===== src/rtl/ga23_pkg.sv =====
// Shared GA23 SDRAM read-path definitions: arbiter state encoding, bus widths
// common to the layer, arbiter and SDRAM-mux code, and a small pointer helper.
package ga23_pkg;

    localparam int unsigned GA23_SDR_ADDR_W = 22;
    localparam int unsigned GA23_SDR_DATA_W = 32;
    localparam int unsigned GA23_ARB_LAYERS = 3;
    localparam int unsigned GA23_ARB_CNT_W  = 8;

    typedef enum logic [0:0] {
        ARB_IDLE = 1'b0,
        ARB_WAIT = 1'b1
    } ga23_arb_state_t;

    // Increment modulo n (round-robin pointer advance).
    function automatic int unsigned ga23_wrap_inc(input int unsigned v, input int unsigned n);
        return ((v + 32'd1) >= n) ? 32'd0 : (v + 32'd1);
    endfunction

endpackage


===== src/rtl/ga23_sdr_arbiter_if.sv =====
// Layer-side and SDRAM-side signals of the GA23 row-read arbiter.
//   lyr_req/lyr_addr   per-layer request pulse and packed row addresses
//   lyr_data/lyr_rdy   shared returned row word and per-layer ready pulse
//   ram_addr/ram_req   request to the SDRAM controller graphics read channel
//   ram_data/ram_rdy   read data and its valid pulse from the controller
//   timeout_err        sticky transaction-abandoned flag
// slave: the arbiter's view. master: the environment (layers + controller).
interface ga23_sdr_arbiter_if
    import ga23_pkg::*;
#(
    parameter int unsigned NUM_LAYERS = GA23_ARB_LAYERS,
    parameter int unsigned ADDR_W     = GA23_SDR_ADDR_W,
    parameter int unsigned DATA_W     = GA23_SDR_DATA_W
) ();

    logic [NUM_LAYERS-1:0]        lyr_req;
    logic [NUM_LAYERS*ADDR_W-1:0] lyr_addr;
    logic [DATA_W-1:0]            lyr_data;
    logic [NUM_LAYERS-1:0]        lyr_rdy;
    logic [ADDR_W-1:0]            ram_addr;
    logic                         ram_req;
    logic [DATA_W-1:0]            ram_data;
    logic                         ram_rdy;
    logic                         timeout_err;

    modport slave (
        input  lyr_req, lyr_addr, ram_data, ram_rdy,
        output lyr_data, lyr_rdy, ram_addr, ram_req, timeout_err
    );

    modport master (
        output lyr_req, lyr_addr, ram_data, ram_rdy,
        input  lyr_data, lyr_rdy, ram_addr, ram_req, timeout_err
    );

endinterface


===== src/rtl/ga23_rr_pick.sv =====
// Combinational round-robin picker: returns the first set bit of pend_i at or
// after ptr_i, wrapping modulo N.
//   pend_i   pending request vector
//   ptr_i    highest-priority index this cycle
//   valid_o  any request pending
//   idx_o    selected index (0 when nothing pending)
module ga23_rr_pick
    import ga23_pkg::*;
#(
    parameter int unsigned N     = GA23_ARB_LAYERS,
    parameter int unsigned IDX_W = (N > 1) ? $clog2(N) : 1
) (
    input  logic [N-1:0]     pend_i,
    input  logic [IDX_W-1:0] ptr_i,
    output logic             valid_o,
    output logic [IDX_W-1:0] idx_o
);

    logic        found;
    int unsigned j;

    // Scan N positions starting at the pointer; the first hit wins.
    always_comb begin
        found = 1'b0;
        idx_o = '0;
        j     = 0;
        for (int unsigned k = 0; k < N; k++) begin
            j = 32'(ptr_i) + k;
            if (j >= N) begin
                j = j - N;
            end
            if (!found && pend_i[IDX_W'(j)]) begin
                found = 1'b1;
                idx_o = IDX_W'(j);
            end
        end
        valid_o = found;
    end

endmodule


===== src/rtl/ga23_sdr_arbiter.sv =====
// Shares one SDRAM tile-row read port between the GA23 tilemap layers.
// Each layer's request pulse is latched into a one-deep pending entry; a
// round-robin FSM issues one SDRAM read at a time and returns the row word
// with a one-cycle per-layer ready pulse. Unanswered reads are abandoned
// after TIMEOUT cycles and flagged on a sticky error output.
//   clk      system clock, posedge
//   reset_n  asynchronous active-low reset
//   bus      layer and SDRAM-controller signals (slave modport)
module ga23_sdr_arbiter
    import ga23_pkg::*;
#(
    parameter int unsigned NUM_LAYERS = GA23_ARB_LAYERS,
    parameter int unsigned ADDR_W     = GA23_SDR_ADDR_W,
    parameter int unsigned DATA_W     = GA23_SDR_DATA_W,
    parameter int unsigned TIMEOUT    = 255
) (
    input  logic                 clk,
    input  logic                 reset_n,
    ga23_sdr_arbiter_if.slave    bus
);

    localparam int unsigned IDX_W = (NUM_LAYERS > 1) ? $clog2(NUM_LAYERS) : 1;
    localparam int unsigned CNT_W = GA23_ARB_CNT_W;

    // Pending entries
    logic [NUM_LAYERS-1:0] pend_q;
    logic [ADDR_W-1:0]     addr_q [NUM_LAYERS];

    // FSM and output registers
    ga23_arb_state_t       state_q, state_d;
    logic [IDX_W-1:0]      ptr_q, ptr_d;
    logic [IDX_W-1:0]      gnt_q, gnt_d;
    logic [CNT_W-1:0]      cnt_q, cnt_d;
    logic [ADDR_W-1:0]     ram_addr_q, ram_addr_d;
    logic                  ram_req_q, ram_req_d;
    logic [NUM_LAYERS-1:0] lyr_rdy_q, lyr_rdy_d;
    logic [DATA_W-1:0]     lyr_data_q, lyr_data_d;
    logic                  timeout_q, timeout_d;

    logic                  pick_valid_c;
    logic [IDX_W-1:0]      pick_idx_c;
    logic                  grant_c;
    logic [IDX_W-1:0]      ptr_next_c;

    ga23_rr_pick #(
        .N     (NUM_LAYERS),
        .IDX_W (IDX_W)
    ) u_pick (
        .pend_i  (pend_q),
        .ptr_i   (ptr_q),
        .valid_o (pick_valid_c),
        .idx_o   (pick_idx_c)
    );

    assign ptr_next_c = IDX_W'(ga23_wrap_inc(32'(gnt_q), NUM_LAYERS));

    // Request capture; a new pulse beats the grant clear so a re-request on
    // the grant edge stays pending with its new address.
    always_ff @(posedge clk or negedge reset_n) begin
        if (!reset_n) begin
            pend_q <= '0;
            for (int i = 0; i < NUM_LAYERS; i++) begin
                addr_q[i] <= '0;
            end
        end else begin
            for (int i = 0; i < NUM_LAYERS; i++) begin
                if (bus.lyr_req[i]) begin
                    pend_q[i] <= 1'b1;
                    addr_q[i] <= bus.lyr_addr[i*ADDR_W +: ADDR_W];
                end else if (grant_c && (pick_idx_c == IDX_W'(i))) begin
                    pend_q[i] <= 1'b0;
                end
            end
        end
    end

    // FSM state and output registers
    always_ff @(posedge clk or negedge reset_n) begin
        if (!reset_n) begin
            state_q    <= ARB_IDLE;
            ptr_q      <= '0;
            gnt_q      <= '0;
            cnt_q      <= '0;
            ram_addr_q <= '0;
            ram_req_q  <= 1'b0;
            lyr_rdy_q  <= '0;
            lyr_data_q <= '0;
            timeout_q  <= 1'b0;
        end else begin
            state_q    <= state_d;
            ptr_q      <= ptr_d;
            gnt_q      <= gnt_d;
            cnt_q      <= cnt_d;
            ram_addr_q <= ram_addr_d;
            ram_req_q  <= ram_req_d;
            lyr_rdy_q  <= lyr_rdy_d;
            lyr_data_q <= lyr_data_d;
            timeout_q  <= timeout_d;
        end
    end

    // Next-state and output logic
    always_comb begin
        state_d    = state_q;
        ptr_d      = ptr_q;
        gnt_d      = gnt_q;
        cnt_d      = cnt_q;
        ram_addr_d = ram_addr_q;
        ram_req_d  = 1'b0;
        lyr_rdy_d  = '0;
        lyr_data_d = lyr_data_q;
        timeout_d  = timeout_q;
        grant_c    = 1'b0;

        unique case (state_q)
            ARB_IDLE: begin
                // Grant from registered pend only; ram_rdy is ignored here.
                if (pick_valid_c) begin
                    grant_c    = 1'b1;
                    gnt_d      = pick_idx_c;
                    ram_addr_d = addr_q[pick_idx_c];
                    ram_req_d  = 1'b1;
                    cnt_d      = '0;
                    state_d    = ARB_WAIT;
                end
            end
            ARB_WAIT: begin
                if (bus.ram_rdy) begin
                    lyr_data_d        = bus.ram_data;
                    lyr_rdy_d[gnt_q]  = 1'b1;
                    ptr_d             = ptr_next_c;
                    state_d           = ARB_IDLE;
                end else if (cnt_q == CNT_W'(TIMEOUT - 1)) begin
                    // Abandon; the layer's pending entry is not restored.
                    timeout_d = 1'b1;
                    ptr_d     = ptr_next_c;
                    state_d   = ARB_IDLE;
                end else begin
                    cnt_d = cnt_q + CNT_W'(1);
                end
            end
            default: begin
                state_d = ARB_IDLE;
            end
        endcase
    end

    assign bus.ram_addr    = ram_addr_q;
    assign bus.ram_req     = ram_req_q;
    assign bus.lyr_rdy     = lyr_rdy_q;
    assign bus.lyr_data    = lyr_data_q;
    assign bus.timeout_err = timeout_q;

endmodule

===== src/flat_wrapper.sv =====
// flat-port wrapper written by rule: the top's interface ports become plain ports
module ga23_sdr_arbiter_flat import ga23_pkg::*;
#(
    parameter int unsigned NUM_LAYERS = GA23_ARB_LAYERS,
    parameter int unsigned ADDR_W     = GA23_SDR_ADDR_W,
    parameter int unsigned DATA_W     = GA23_SDR_DATA_W,
    parameter int unsigned TIMEOUT    = 255
)
  (clk, reset_n, bus_lyr_req, bus_lyr_addr, bus_ram_data, bus_ram_rdy, bus_lyr_data, bus_lyr_rdy, bus_ram_addr, bus_ram_req, bus_timeout_err);
  ga23_sdr_arbiter_if #(.NUM_LAYERS(NUM_LAYERS), .ADDR_W(ADDR_W), .DATA_W(DATA_W)) bus_i ();
  input  logic clk;
  input  logic reset_n;
  input wire logic [$bits(bus_i.lyr_req)-1:0] bus_lyr_req;
  input wire logic [$bits(bus_i.lyr_addr)-1:0] bus_lyr_addr;
  input wire logic [$bits(bus_i.ram_data)-1:0] bus_ram_data;
  input wire logic [$bits(bus_i.ram_rdy)-1:0] bus_ram_rdy;
  output wire logic [$bits(bus_i.lyr_data)-1:0] bus_lyr_data;
  output wire logic [$bits(bus_i.lyr_rdy)-1:0] bus_lyr_rdy;
  output wire logic [$bits(bus_i.ram_addr)-1:0] bus_ram_addr;
  output wire logic [$bits(bus_i.ram_req)-1:0] bus_ram_req;
  output wire logic [$bits(bus_i.timeout_err)-1:0] bus_timeout_err;
  assign bus_i.lyr_req = bus_lyr_req;
  assign bus_i.lyr_addr = bus_lyr_addr;
  assign bus_i.ram_data = bus_ram_data;
  assign bus_i.ram_rdy = bus_ram_rdy;
  assign bus_lyr_data = bus_i.lyr_data;
  assign bus_lyr_rdy = bus_i.lyr_rdy;
  assign bus_ram_addr = bus_i.ram_addr;
  assign bus_ram_req = bus_i.ram_req;
  assign bus_timeout_err = bus_i.timeout_err;
  ga23_sdr_arbiter #(.NUM_LAYERS(NUM_LAYERS), .ADDR_W(ADDR_W), .DATA_W(DATA_W), .TIMEOUT(TIMEOUT)) u_core (.clk(clk), .reset_n(reset_n), .bus(bus_i));
endmodule

===== config.mk =====
export PLATFORM = sky130hd
export DESIGN_NAME = ga23_sdr_arbiter_flat
export DESIGN_NICKNAME = d
export VERILOG_FILES = /design/src/rtl/ga23_pkg.sv /design/src/rtl/ga23_sdr_arbiter_if.sv /design/src/rtl/ga23_rr_pick.sv /design/src/rtl/ga23_sdr_arbiter.sv /design/src/flat_wrapper.sv
export SDC_FILE = /design/constraint.sdc
export NUM_CORES = 1
export LEC_CHECK = 0
export BUFFER_PORTS_ARGS = -buffer_cell sky130_fd_sc_hd__buf_2
export CAP_MARGIN = 20
export CORE_UTILIZATION = 53
export CTS_CLUSTER_DIAMETER = 150
export DETAILED_ROUTE_END_ITERATION = 6
export PLACE_DENSITY = 0.86
export REMOVE_ABC_BUFFERS = 1
export SYNTH_ARGS = -nofsm -noshare
export SYNTH_HDL_FRONTEND = slang
export SYNTH_SLANG_ARGS = --single-unit

===== constraint.sdc =====
create_clock -name clk -period 2.5 [get_ports clk]
set_input_delay 0.375 -clock clk [delete_from_list [all_inputs] [get_ports clk]]
set_output_delay 0.375 -clock clk [all_outputs]
set_load 0.01 [all_outputs]

==> summary.md <==
| Metric | Value |
|---|---|
| Run status | `finished clean` |
| Drt wl/cell | `17.9 um` |
| Hpwl dp | `~9.8 mm` |
| Clock latency at the later pin of the worst-skew pair | `between 0.4 and 0.5 ns` |
| Max_slew headroom | `0.568` |
| Die area | `0.0119 mm2` |
| Worst hold path type | `in2reg` |
| Clock sinks | `141` |
| Synth area leaders | `dfrtp_1, mux2_2, nand2_1, o21ai_0, nor2_1` |
| CP Class | `reg2reg` |
| EDFF count, synth | `0` |
| Die H | `109 um` |
| Max IR drop VDD | `0.645 mV` |
| Syn Area/Cell | `12.8 um2` |
| Num CTS Buffers | `17` |
| Worst hold-check slack | `0.188 ns` |
| Max cap viols | `0` |
| Starting Density | `0.551` |
| Global-route wire length before repair | `22.9 mm` |
| Top-count cell post-synth | `dfrtp_1` |
| Highest clock rate | `between 400 and 500 MHz` |
| Asr flop ratio synth | `1.00` |
| Top cell type's share of synthesized area | `0.583` |
| Crit end category | `register` |
| Power density cells | `between 1000 and 1500 mW/mm2` |
| Worst-path clk slew | `0.06 ns` |
| Multi-input logic area | `0.00241 mm2` |
| FF+latch count, synth | `141` |
| Setup violations, final | `0` |
| GRT Util Overall | `0.259` |
| R2r startpoint | `u_core.ptr_q[0]` |
| Final nets | `approximately 760` |
| Area Growth Syn to Fin | `27.0%` |
| WP data required | `roughly 2.8 ns` |
| Post-route ant nets | `0` |
| Rows | `38` |
| Synth top cells by count | `dfrtp_1, mux2_2, nand2_1, nor2_1, o21ai_0` |
| Ys Warns | `0` |
| RSZ-0062 raised after global routing | `no` |
| Seq/Total Area, Yosys | `0.583` |
| Worst Path Arrival | `2.69 ns` |
| Routability Congestion | `0.941` |
| Post-synth top flop | `dfrtp_1` |
| Via count | `4391` |
| Synth Instances | `474` |
| Initial drt markers | `254` |
| Via-to-Cell Ratio | `5.48` |
| Vias in the first global route | `approximately 4700` |
| WL final | `14.3 mm` |
| Worst Path Max Fanout | `17` |
| Largest net degree at the start of global routing | `63` |
| Post-synth cell types | `39` |
| Register area | `roughly 0.0035 mm2` |
| Root buffer cell | `clkbuf_16` |
| Post-Syn Area | `slightly above 0.006 mm2` |
| Period minus WS final | `2.39 ns` |
| Fill cells | `742` |
| Drt pass-1 iters | `4` |
| CTS tree | `yes` |
| Fin util | `0.701` |
| Crit. Startpoint | `u_core.ptr_q[0]` |
| Global route overflow | `0` |
| Worst slew pin tran | `0.648 ns` |
| CP Launch Type | `register` |
| Num ports | `163` |
| Initial antenna violation count | `0` |
| Period utilization | `0.956` |
| Share of cells above drive strength 1 | `0.511` |
| ANT cells | `0` |
| Core area | `0.0110 mm2` |
| Lkg Pwr | `3.62 nW` |
| Cell taking the most area after synthesis | `dfrtp_1` |
| IO buf count | `between 150 and 200` |
| CTS Buffer Depth | `2` |
| Max-slew violations | `0` |
| Worst hold path startpoint | `bus_lyr_addr[48]` |
| DRC | `0` |
| Hold Violations, Final | `0` |
| R2r setup slk | `around 0.11 ns` |
| Max H-tree Level | `4` |
| Die width | `approximately 110 um` |
| Worst-case clock skew | `0.00503 ns` |
==> stage by stage <==
stage	setup WS, ns	TNS [ns]	instance area, um2	cells	power, mW
2_1_floorplan	-0.222	-2.35	5930	449	5.55
3_3_place_gp	0.189	0	7080	767	6.86
3_5_place_dp	0.0944	0	7080	767	7.04
4_1_cts	0.0182	0	7650	800	9.51
5_1_grt	0.0264	0	7690	802	10.1
6_report	0.109	0	7690	802	9.58
==> where the power goes <==
| group | total [mW] | leakage (nW) | internal [mW] | switching [mW] |
|---|---|---|---|---|
| combinational | 3.84 | 1.66 | 1.81 | 2.03 |
| clock | 2.41 | 0.275 | 1.51 | 0.893 |
| sequential | 3.33 | 1.68 | 2.94 | 0.394 |
| total | 9.58 | 3.62 | 6.26 | 3.32 |
==> path summary, 6_finish.rpt <==
kind	to	depth (start not counted)
max	u_core.bus.ram_addr[0]	9
min reg2reg	u_core.bus.timeout_err	1
min in group asynchronous	u_core.addr_q[15]	2
max in group asynchronous	u_core.addr_q[17]	3
max reg2reg	u_core.bus.ram_addr[0]	9
min	u_core.addr_q[4]	2
==> sequential cells by signal (all words and copies together), names as in the netlist <==
register and flops:
u_core.addr_q 66, u_core.bus.lyr_data 32, u_core.bus.lyr_rdy 3, u_core.bus.ram_addr 22
u_core.bus.ram_req 1, u_core.bus.timeout_err 1, u_core.cnt_q 8, u_core.gnt_q 2
u_core.pend_q 3, u_core.ptr_q 2, u_core.state_q 1
==> layout by cell type, fill, tap and decap left out, drive strengths merged, types with 2 or more instances in the layout <==
cell	count
nand4	3
clkinvlp	2
mux2i	5
nor2	35
clkbuf	25
mux2	121
nor3	5
nor2b	2
a21o	3
bufinv	2
xor2	4
nand2	37
a21oi	3
buf	180
nand3	6
xnor2	2
dfrtp	141
ha	6
o21bai	2
clkinv	4
inv	6
nand2b	5
o21ai	48
or3	2
==> cell families (layout without fill, tap and decap cells) <==
logic type	after synthesis	after routing	synth area share
DFF	141	141	0.583
adders and majority gates	6	6	0.0124
buffers and inverters	32	220	0.0248
and+or+nand+nor	100	100	0.0733
xor gates and xnor gates	6	6	0.00868
muxes	126	126	0.237
AOI/OAI and AO/OA	63	63	0.0609
==> layout make-up <==
| type | count | area share |
|---|---|---|
| timing repair buffer | 181 | 0.128 |
| tap | 140 | 0.0228 |
| clock buffer | 25 | 0.0618 |
| multi-input combinational | 301 | 0.313 |
| clock inverter | 7 | 0.0114 |
| sequential | 141 | 0.459 |
| inverter | 7 | 0.00390 |
==> timing repair <==
item / in CTS / in global routing
hold endpoints to repair: 49 / 0
endpoints found under the setup margin: 0 / 23
hold buffers: 1 / 0
setup buffers: 0 / 2
resized for setup: 0 / 9
==> metal layers <==
layer / part of all wire / vias to the layer above / global-route usage
met4: 0.030 / 0 / 0.125
li1: - / 2001 / -
met3: 0.050 / 42 / 0.0723
met1: 0.39 / 2195 / 0.296
met2: 0.53 / 153 / 0.447
met5: 0 / - / 0
==> worst max-delay path: stages, from the launching register on <==
cell     delay [ns]
dfrtp_1        0.43
inv_1          0.13
ha_4           0.33
inv_1          0.08
and4_1         0.20
o32ai_4        0.32
buf_12         0.21
mux2_2         0.36
nor2_1         0.13
o21ai_1        0.09
No activity file was read; power rests on OpenSTA's default activity.
